## src/rtl/alu32_result_stage.sv

```systemverilog
// Registered result stage of the 32-bit ALU: eight-way result mux with NZCV
// flags captured into a one-entry output register under valid/ready handshake.
module alu32_result_stage #(
    parameter int WIDTH = 32
) (
    input  logic             clk,
    input  logic             reset,
    input  logic             in_valid,
    output logic             in_ready,
    input  logic [WIDTH-1:0] a,
    input  logic [WIDTH-1:0] b,
    input  logic [2:0]       op,
    output logic             out_valid,
    input  logic             out_ready,
    output logic [WIDTH-1:0] y,
    output logic             n,
    output logic             z,
    output logic             c,
    output logic             v
);

    typedef enum logic [2:0] {
        OP_NOT_A = 3'b000,
        OP_NOT_B = 3'b001,
        OP_AND   = 3'b010,
        OP_OR    = 3'b011,
        OP_XOR   = 3'b100,
        OP_XNOR  = 3'b101,
        OP_ADD   = 3'b110,
        OP_SUB   = 3'b111
    } alu_op_e;

    logic             out_valid_q, out_valid_d;
    logic [WIDTH-1:0] y_q, y_d;
    logic             n_q, n_d;
    logic             z_q, z_d;
    logic             c_q, c_d;
    logic             v_q, v_d;

    logic             accept;
    logic [WIDTH-1:0] b_addend;
    logic [WIDTH:0]   sum;
    logic [WIDTH-1:0] res;
    logic             res_c;
    logic             res_v;

    // NOTE: in_ready is forced low during reset, so a handshake on a reset edge is never accepted.
    assign in_ready = !reset && (!out_valid_q || out_ready);
    assign accept   = in_valid && in_ready;

    // Shared adder: op[0] selects subtract as A + ~B + 1.
    always_comb begin
        b_addend = op[0] ? ~b : b;
        sum      = {1'b0, a} + {1'b0, b_addend} + {{WIDTH{1'b0}}, op[0]};
    end

    // NOTE: every always_comb output gets a default first so no latch is inferred.
    always_comb begin
        res   = '0;
        res_c = 1'b0;
        res_v = 1'b0;
        unique case (alu_op_e'(op))
            OP_NOT_A: res = ~a;
            OP_NOT_B: res = ~b;
            OP_AND:   res = a & b;
            OP_OR:    res = a | b;
            OP_XOR:   res = a ^ b;
            OP_XNOR:  res = ~(a ^ b);
            OP_ADD: begin
                res   = sum[WIDTH-1:0];
                res_c = sum[WIDTH];
                res_v = (a[WIDTH-1] == b[WIDTH-1]) && (res[WIDTH-1] != a[WIDTH-1]);
            end
            OP_SUB: begin
                res   = sum[WIDTH-1:0];
                res_c = sum[WIDTH];
                res_v = (a[WIDTH-1] != b[WIDTH-1]) && (res[WIDTH-1] != a[WIDTH-1]);
            end
            default: res = '0;
        endcase
    end

    always_comb begin
        out_valid_d = out_valid_q;
        y_d         = y_q;
        n_d         = n_q;
        z_d         = z_q;
        c_d         = c_q;
        v_d         = v_q;
        if (accept) begin
            out_valid_d = 1'b1;
            y_d         = res;
            n_d         = res[WIDTH-1];
            z_d         = (res == '0);
            c_d         = res_c;
            v_d         = res_v;
        end else if (out_ready) begin
            out_valid_d = 1'b0;
        end
    end

    // NOTE: sequential state uses non-blocking assignments only.
    always_ff @(posedge clk) begin
        if (reset) begin
            out_valid_q <= 1'b0;
            y_q         <= '0;
            n_q         <= 1'b0;
            z_q         <= 1'b0;
            c_q         <= 1'b0;
            v_q         <= 1'b0;
        end else begin
            out_valid_q <= out_valid_d;
            y_q         <= y_d;
            n_q         <= n_d;
            z_q         <= z_d;
            c_q         <= c_d;
            v_q         <= v_d;
        end
    end

    assign out_valid = out_valid_q;
    assign y         = y_q;
    assign n         = n_q;
    assign z         = z_q;
    assign c         = c_q;
    assign v         = v_q;

endmodule

```

## config.mk

```make
export PLATFORM = sky130hd
export DESIGN_NAME = alu32_result_stage
export DESIGN_NICKNAME = d
export VERILOG_FILES = /design/src/rtl/alu32_result_stage.sv
export SDC_FILE = /design/constraint.sdc
export NUM_CORES = 1
export LEC_CHECK = 0
export CAP_MARGIN = 25
export CORE_MARGIN = 5
export CORE_UTILIZATION = 35
export DETAILED_ROUTE_END_ITERATION = 7
export PLACE_DENSITY = 0.65
export SYNTH_ARGS = -nofsm -noshare
export SYNTH_HDL_FRONTEND = slang
export SYNTH_SLANG_ARGS = --single-unit
```

## constraint.sdc

```tcl
create_clock -name clk -period 6.25 [get_ports clk]
set_input_delay 1.25 -clock clk [delete_from_list [all_inputs] [get_ports clk]]
set_output_delay 1.25 -clock clk [all_outputs]
set_load 0.05 [all_outputs]
```

Word-level counts from Yosys, hierarchy flattened
Cells that the tools add are included.
Word-level totals
  register bits: 37
  input port bits: 71
  word-level logic and storage cells: 41
  output and inout port bits: 38
Operators by class
  bitwise gates (word level): 6
  reduce and logical (&&, ||, !) cells: 11
  muxes and demuxes: 6
  $add $sub $neg: 2
  equality and inequality tests: 10
Operators with widths (count)
  $pmux 32 s7: 1
  $not 32->32: 3
  $add 32x32->33: 1
  $add 33x1->33: 1
  $and 32x32->32: 1
  $logic_not 32->1: 1
  $mux 32: 1
  $or 32x32->32: 1
  $xor 32x32->32: 1
  $eq 3x3->1 const B: 4
  $eq 3x2->1 const B: 2
  $logic_and 1x1->1: 4
  $eq 3x1->1 const B: 1
  $logic_not 3->1: 1
  $mux 1: 3
  $logic_not 1->1: 2
  $ne 1x1->1: 2
  $pmux 1 s2: 1
  $reduce_bool 2->1: 1
  $reduce_or 2->1: 1
  $eq 1x1->1: 1
  $logic_or 1x1->1: 1

Logic depth before layout (Yosys ltp)
Gate-level depths: netlist of run 1.
  depth in word-level cells: 7
  depth in mapped cells: 20

Worst setup path after synthesis of run 1
No wires, ideal clock.
  path type: input to register
  start: in op[0]
  end: reg z_q (netlist: z)
  data arrival time: 5.834 ns
  data required time: 6.191 ns
  stages: 19
  path buffers: 7
  slack: 0.357 ns
  cells stage by stage: buf_2 -> buf_4 -> buf_2 -> buf_2 -> buf_2 -> buf_2 -> buf_1 -> xor2_1 -> ha_1 -> a21o_1 -> a21oi_4 -> a211oi_2 -> or3_1 -> a31o_1 -> nor4_2 -> nand4_1 -> or4_1 -> or4_1 -> nand2_1
On the way
  word-level cells in the longest chain between the ends: 5
RTL lines
  from (decl): RTL line 12  | input logic [2:0] op,
  $mux 32: RTL line 53  | b_addend = op[0] ? ~b : b;
  $add 32x32->33: RTL line 54  | sum = {1'b0, a} + {1'b0, b_addend} + {{WIDTH{1'b0}}, op[0]};
  $add 33x1->33: RTL line 54
  $pmux 32 s7 (*): RTL line 62  | unique case (alu_op_e'(op))
  $logic_not 32->1 (*): RTL line 94  | z_d = (res == '0);
  to (signal assigned): RTL line 115  | z_q <= z_d;
  to (decl): RTL line 36  | logic z_q, z_d;
Mark *: on every way between the ends. The rest lies on a longest branch, timed or not.
A chain may end at the register's enable or synchronous reset.

Final worst setup path of run 1
Same ends and word-level chain as after synthesis.

==> results.txt, run 1 <==
For this design, the CTS-stage hold fixing added 0 buffers. The adder-cell share of the synthesized area is 19.2%. The biggest area contributor in the post-synthesis netlist is ha_1. The tools report the leakage power of the design as 3.41 nW. TritonCTS built the clock tree. In the final layout, flip-flops and latches occupy 721 um^2.

The path class of the tightest hold or removal check is flop to flop. For the finished layout, the period the worst path requires is 5050 ps. The critical path class is primary input to flop. Once detail routing completed, the nets flagged for antenna violations numbered 0. Entering global routing, the biggest net connects 59 pins.

The tools report the arrival time of the worst setup path as 5280 ps. Of the synthesized area, sequential elements account for 11.0%. The cell area reported after detailed placement is 0.00775 mm^2, and the number of antenna repair diodes is 0. The share of cells above drive strength 1 came out at 4.53%.

The floorplan step defined a die boundary enclosing 0.0216 mm^2. For this run, the number of Yosys warnings is 0. The first TritonRoute pass finished after 5 iterations.

In the synthesized netlist the dominant register cell turns out to be dfxtp_1. In the layout the commonest cells are clkdlybuf4s50_1 (106), ha_1 (99), inv_1 (76). The number of gates resized after CTS was 0. The average footprint of a synthesized cell was 7.45 um^2; the post-route cell area was 0.00790 mm^2.

Headroom to the max-slew limit came out at 42.6%. The tools report the weighted congestion reported at the end of routability-driven placement as 0.925. The tree built by TritonCTS fans out to 36 sinks.

The actual transition at the worst max-transition pin was 861 ps. Capturing element type of the critical path: a flop. The data required time at the worst endpoint was 6480 ps. The tools report the total power of the final layout as 1.34 mW. Dividing the detail-routed wire length by the instance count gives 17.4 um. Pin placement for this block handled 109 I/O pins. The basic-gate share of the synthesized area counting and, or, nand and nor cells works out to 18.2%. After the last flow step, the layout net total stands at 1120. The floorplan has 50 rows. For the residual overflow from global routing, the log shows 0.

For the total negative slack for setup checks, the log shows 0 ps. Wire segments on met2 add up to 8.84 mm in the final route. For the first-iteration detailed-routing DRC count, the log shows 508.

The worst setup path is launched from a primary input. The logs give 6134 for the via count of the first global-routing pass and 35.3% for the effective utilization at floorplan. The synthesized design contains 36 register bits. The number of design rule violations left after detail routing came out at 0.

Of the post-synthesis cell area, the part taken by muxes is 5.04%. The synthesized netlist devotes 27.8% of its cell area to compound gates. The count of buffers added on input and output ports is 108.

Synthesis produced a netlist whose cell count is 881. In this run the number of H-tree levels came out at 2. The total number of vias is 6691, and the fraction of synthesis flops using an asynchronous set or reset pin is 0%. The clock arrives with 1.58 ps of skew. Clock tree synthesis selected as its root buffer the cell clkbuf_16. The number of nets handed over by synthesis was 1052. OpenSTA, run right after detailed placement, puts the worst setup slack at 1010 ps. The logs give 1200 ps for the final setup slack of the worst path and 0.00527 mm^2 for the multi-input gate area in the final layout.

The later pin in the worst-skew pair is clocked with a latency of 280 ps. Of the total synthesized cell area, the portion taken by XOR and XNOR cells is 10.1%. In this run, CTS created clock tree buffers numbering 5. In the final routing, the length of wire on met1 measures 10.3 mm. The total area inside the core boundary comes to 0.0186 mm^2. From synthesis to final layout, the design area changed by 20.4%. Across the run, the number of max-cap violations was 0. Buffers added to address setup during post-CTS repair amount to 0. The flow ran to the end, and the final reports show no timing, DRC or antenna violations. After clock tree synthesis, the clock-pin slew on the worst setup and hold paths is 50 ps. Maximum clock rate: 198 MHz. The floorplan step set the die height to 147 um.

The first global-routing pass estimated 32.7 mm of wire. The number of setup violations in the final report was 0; the part of the cycle the worst path needs was 80.9%. The share of the synthesized area in the top cell type was 18.9%; the worst-path maximum fanout was 53.

For this run, the share of the core covered by cells in the final layout is 42.5%. The run gives 0.00656 mm^2 as the post-synthesis instance area. The total routing resource utilization after global routing came out at 18.2%. Commonest non-fill, non-tap cell in the layout: clkdlybuf4s50_1. After synthesis, the cell types taking the most area are ha_1 (19%), dfxtp_1 (11%), xor2_1 (7.9%), o21ai_0 (5.3%), a21oi_1 (5.0%). The HPWL after detailed placement is 16.2 mm. The post-detailed-route via-to-cell ratio was 5.65. The die is 147 um wide. The final-report max-slew violation count is 0, and the hold violation count in the final report is 0. The main combinational cell family by area after synthesis was compound AO/OA/AOI/OAI gates.

Number of flops mapped to enable cells by yosys: 0. The tools report the maximum clock path buffer count as 2. The run gives 1888 as the number of filler instances in the final layout. The synthesized netlist contains 78 unique library cells. Summed over all layers, the routed wires come to 20.6 mm. Along the worst hold path, the cell count comes to 2. The count of cells along the worst register-to-register path works out to 8.

Across the VDD grid, the largest voltage drop is 0.0000804 V. After detailed routing, the met3 layer carries 1.19 mm of wire. The highest layer touched by signal routing is met4.

Dividing total power by cell area gives a power density of 169 mW/mm^2. The initial antenna violation count is 0. Setup repair after global routing left no endpoint under its margin.
path summary, 6_finish.rpt:
kind	to	slack, ps	from
worst min-delay path	y[28]	470	y[28]
worst max-delay path	z	1200	op[0]
worst max register to register	z	3780	out_valid
worst min register to register	y[28]	470	y[28]
state kept, by name (all words and copies together), names as in the netlist:
signal and cells:
out_valid 1, y 32, z 1, c 1, v 1
cell usage after synthesis, types with 3 or more instances:
cell	number
ha_1	99
inv_1	76
o21ai_0	70
a21oi_1	65
nand2_1	61
xor2_1	59
nor2_1	46
dfxtp_1	36
nand3b_1	35
clkbuf_1	30
o22ai_1	25
mux2i_1	24
buf_2	19
nand4_1	18
xnor2_1	17
a221oi_1	15
nor3_1	15
a21o_1	11
o211ai_1	11
a221o_1	9
nand3_1	9
and3_1	8
a31oi_1	6
buf_4	6
a2111oi_0	5
a211oi_1	5
and2_1	5
nand2b_1	5
o21a_1	5
o21ai_1	5
buf_1	4
nor2b_1	4
o21bai_1	4
or3_1	4
a2bb2oi_1	3
a32o_1	3
inv_2	3
mux4_2	3
o221ai_1	3
o31a_1	3
o31ai_1	3
or4_1	3
routing by layer:
layer,track usage [%],vias to the layer above
met5,0,-
met4,4.01,0
met3,1.85,25
met2,28.4,232
met1,27.1,3101
li1,-,3333
per-stage QoR:
step           hold slack, ps  instances
2_1_floorplan             675        881
3_3_place_gp              453       1176
3_5_place_dp              461       1176
4_1_cts                   471       1184
5_1_grt                   492       1184
6_report                  472       1184
cells by family (layout without fill, tap and decap cells):
kind of cell               after synthesis  in the layout
xor gates and xnor gates                76             76
and+or+nand+nor                        224            224
muxes                                   28             28
DFF                                     36             36
buffers and inverters                  139            208
adders and majority gates              100            100
AOI/OAI and AO/OA                      278            278
area by class of cell:
| type | instances | share of cell area (%) |
|---|---|---|
| clock buffers | 6 | 1.76 |
| clock inverters | 2 | 0.127 |
| inverters | 79 | 3.75 |
| multi-input cells | 706 | 66.7 |
| flip-flops and latches | 36 | 9.12 |
| well taps | 234 | 3.71 |
| repair buffers | 121 | 14.8 |
worst max-delay path, cell delays in order:
cell and delay, ps:
buf_4 550, buf_4 380, xor2_1 100, ha_1 240
a2111oi_0 520, o221ai_1 220, o211ai_1 170, a2bb2oi_1 230
o311ai_2 190, nand4b_1 140, o311ai_0 200, or4_1 530
or4_1 470, nand2_1 70
where the power goes:
| part | switching (mW) | leakage [nW] | internal (mW) |
|---|---|---|---|
| Clock | 0.0919 | 0.0766 | 0.157 |
| Combinational | 0.500 | 3.03 | 0.323 |
| Sequential | 0.0122 | 0.297 | 0.254 |
Note: power is estimated with default switching activity, not from simulation.
==> run 2: changes to the inputs <==
--- a/config.mk
+++ b/config.mk
@@ -9,7 +9,7 @@
 export CORE_MARGIN = 5
 export CORE_UTILIZATION = 35
 export DETAILED_ROUTE_END_ITERATION = 7
-export PLACE_DENSITY = 0.65
+export PLACE_DENSITY = 0.62
 export SYNTH_ARGS = -nofsm -noshare
 export SYNTH_HDL_FRONTEND = slang
 export SYNTH_SLANG_ARGS = --single-unit
==> constraint.sdc (replaced) <==
create_clock -name clk -period 5.1 [get_ports clk]
set_input_delay 1.02 -clock clk [delete_from_list [all_inputs] [get_ports clk]]
set_output_delay 1.02 -clock clk [all_outputs]
set_load 0.05 [all_outputs]
==> run 2 against run 1 <==
  * Sequential share of layout area shrank 0.11 points
  * Critical endpoint unchanged
  * Count of clock-buffer cells in the layout is the same
  * Worst setup slack lost 770 ps
  * Worst hold slack is essentially flat
  * Power grew 22%
  * Wire length shrank 0.35%
==> results.txt, run 2 (synthesized netlist as in run 1, its figures left out) <==
Cells with a size suffix above 1 make up 5.62% of the layout. The final-report max-slew violation count came out at 0. Vertical die dimension: 147 um. The HPWL after detailed placement is 16.4 mm. Part of the cycle the worst path needs: 91.6%. The wire length of the first global-routing pass was 32.9 mm; the number of rows created at floorplan was 50.

STA classifies the critical path endpoint as a flop. In this run the post-CTS setup repair buffer count came out at 0. The data required time at the worst endpoint was 5320 ps; the maximum number of pins on one net before global-route repair was 43. The actual transition at the worst max-transition pin was 669 ps.

Across the run, the number of max-cap violations was 0. The effective utilization at floorplan was 35.3%; the number of antenna-violating nets in the routed design was 0. The run gives 6119 as the via count of the first global-routing pass. The later-pin clock latency in the skew report is 270 ps, and the total detailed-routing wirelength is 20.6 mm.

The clock transition at the registers of the reported paths was 50 ps. Commonest non-fill, non-tap cell in the layout: clkdlybuf4s50_1. The run gives 5 as the detailed-routing iteration count for the pre-antenna-repair pass. The tree built by TritonCTS fans out to 36 sinks. The tools report the total number of vias as 6727. In this run the count of I/O pins placed on the die edge is 109.

The area of the die was 0.0216 mm^2. The leakage power of the design is 3.46 nW, and the weighted congestion reported at the end of routability-driven placement is 0.935. The library cells used most frequently in the layout, excluding fill and tap cells, are clkdlybuf4s50_1 (106), ha_1 (99), inv_1 (76). STA classifies the critical path startpoint as a primary input.

The hold violation count in the final report was 0. The min-delay analysis places its worst path in the category flop to flop. In this run the clock root is driven by a clkbuf_16. The number of setup violations in the final report was 0.

The register with the most flip-flops in the layout has 32 of them. Worst-path maximum fanout: 5. Setup repair after global routing left no endpoint under its margin.

The run gives 1188 as the post-placement cell count. The critical path class is primary input to flop. For this run, the top clock speed supported by timing is 214 MHz.

The run gives 4900 ps as the arrival time of the worst setup path. The area growth from synthesis to layout is 21.9%. Buffers inserted to repair hold after CTS numbered 0. In the global route stage, overall resource usage came out at 18.3%.

The finished layout holds 1195 standard cells, fillers aside. The run gives 0 as the residual overflow from global routing. For the finished layout, the period the worst path requires is 4670 ps. Dividing total power by cell area gives a power density of 204 mW/mm^2. In this run, post-CTS repair resized a total of 0 instances. The number of clock buffers added by TritonCTS is 5. Hold is met by 472 ps. The total power of the final layout was 1.63 mW.

The count of input and output buffers is 108. The run gives 2 as the H-tree depth. The run finished with clean final reports. The floorplan step set the die width to 147 um. Headroom to the max-slew limit came out at 55.4%. Wire length per cell after detailed routing: 17.2 um. For this run, the post-layout net count is 1132.

The logs give 0 for the initial antenna violation count and 0 for the number of design rule violations left after detail routing. The number of antenna repair diodes was 0; the maximum clock path buffer count was 2. The core region is 0.0186 mm^2. After detailed routing, the number of vias per cell comes to 5.63. The logs give 0.000113 V for the maximum resistive drop on vdd and 0 ps for the total negative slack for setup checks. The post-route clock skew is 3.90 ps. Once layout is complete, the utilization of the core stands at 43.0%. In this run, the number of DRC markers left after iteration 0 of detailed routing was 585.

TritonCTS built the clock tree.
[run 2: cell types whose count changed in the layout (fill, tap and decap cells not counted)]
cell      change
clkbuf_1      +1
buf_4        +11
clkbuf_8      -1
buf_12        +1
clkinv_2      -1
xor2_2        +1
xor2_1        -1
[run 2: cell type report]
| class | instances | area, um^2 |
|---|---|---|
| clock buffer | 6 | 129 |
| fill | 1878 | 10600 |
| clock inverter | 1 | 5.00 |
| sequential | 36 | 721 |
| tap | 234 | 293 |
| multi-input combinational | 706 | 5280 |
| timing repair buffer | 133 | 1270 |
| inverter | 79 | 297 |
[run 2: path summary, 6_finish.rpt]
| kind | depth (start not counted) | startpoint | slack, ps | end |
|---|---|---|---|---|
| max | 12 | b[0] | 430 | z |
| min | 2 | v | 470 | v |
| min reg2reg | 2 | v | 470 | v |
| max reg2reg | 8 | out_valid | 2650 | z |
[run 2: layer usage]
metal  track usage (%)  share of wire, %
met2              27.9                43
met1              27.5                49
met5                 0                 0
met3              2.13               7.0
met4              4.10               1.5
[run 2: power breakdown]
group          switching [mW]  internal [mW]
clock network           0.107          0.177
registers              0.0158          0.311
logic                   0.615          0.407
total                   0.738          0.895
[run 2: critical path, stage by stage]
cell and delay (ps):
clkdlybuf4s50_1 540, mux2i_4 280, fa_1 470, nor2b_4 170
o2111ai_2 200, a21o_1 270, a21o_1 190, o311ai_2 430
o311ai_0 260, or4_1 530, or4_1 460, nand2_1 70
[run 2: stage by stage]
step	setup slack, ps	area (um^2)
finish	427	8000
global route	163	8000
CTS	478	8000
detailed placement	205	7860
global placement	219	7860
floorplan	14.7	6590
==> run 3: changes to the inputs <==
--- a/config.mk
+++ b/config.mk
@@ -5,6 +5,7 @@
 export SDC_FILE = /design/constraint.sdc
 export NUM_CORES = 1
 export LEC_CHECK = 0
+export ABC_CLOCK_PERIOD_IN_PS = 5100
 export CAP_MARGIN = 25
 export CORE_MARGIN = 5
 export CORE_UTILIZATION = 35
==> results of run 3 <==
Same layout as run 2: the final DEF is identical, and so are final timing and power.
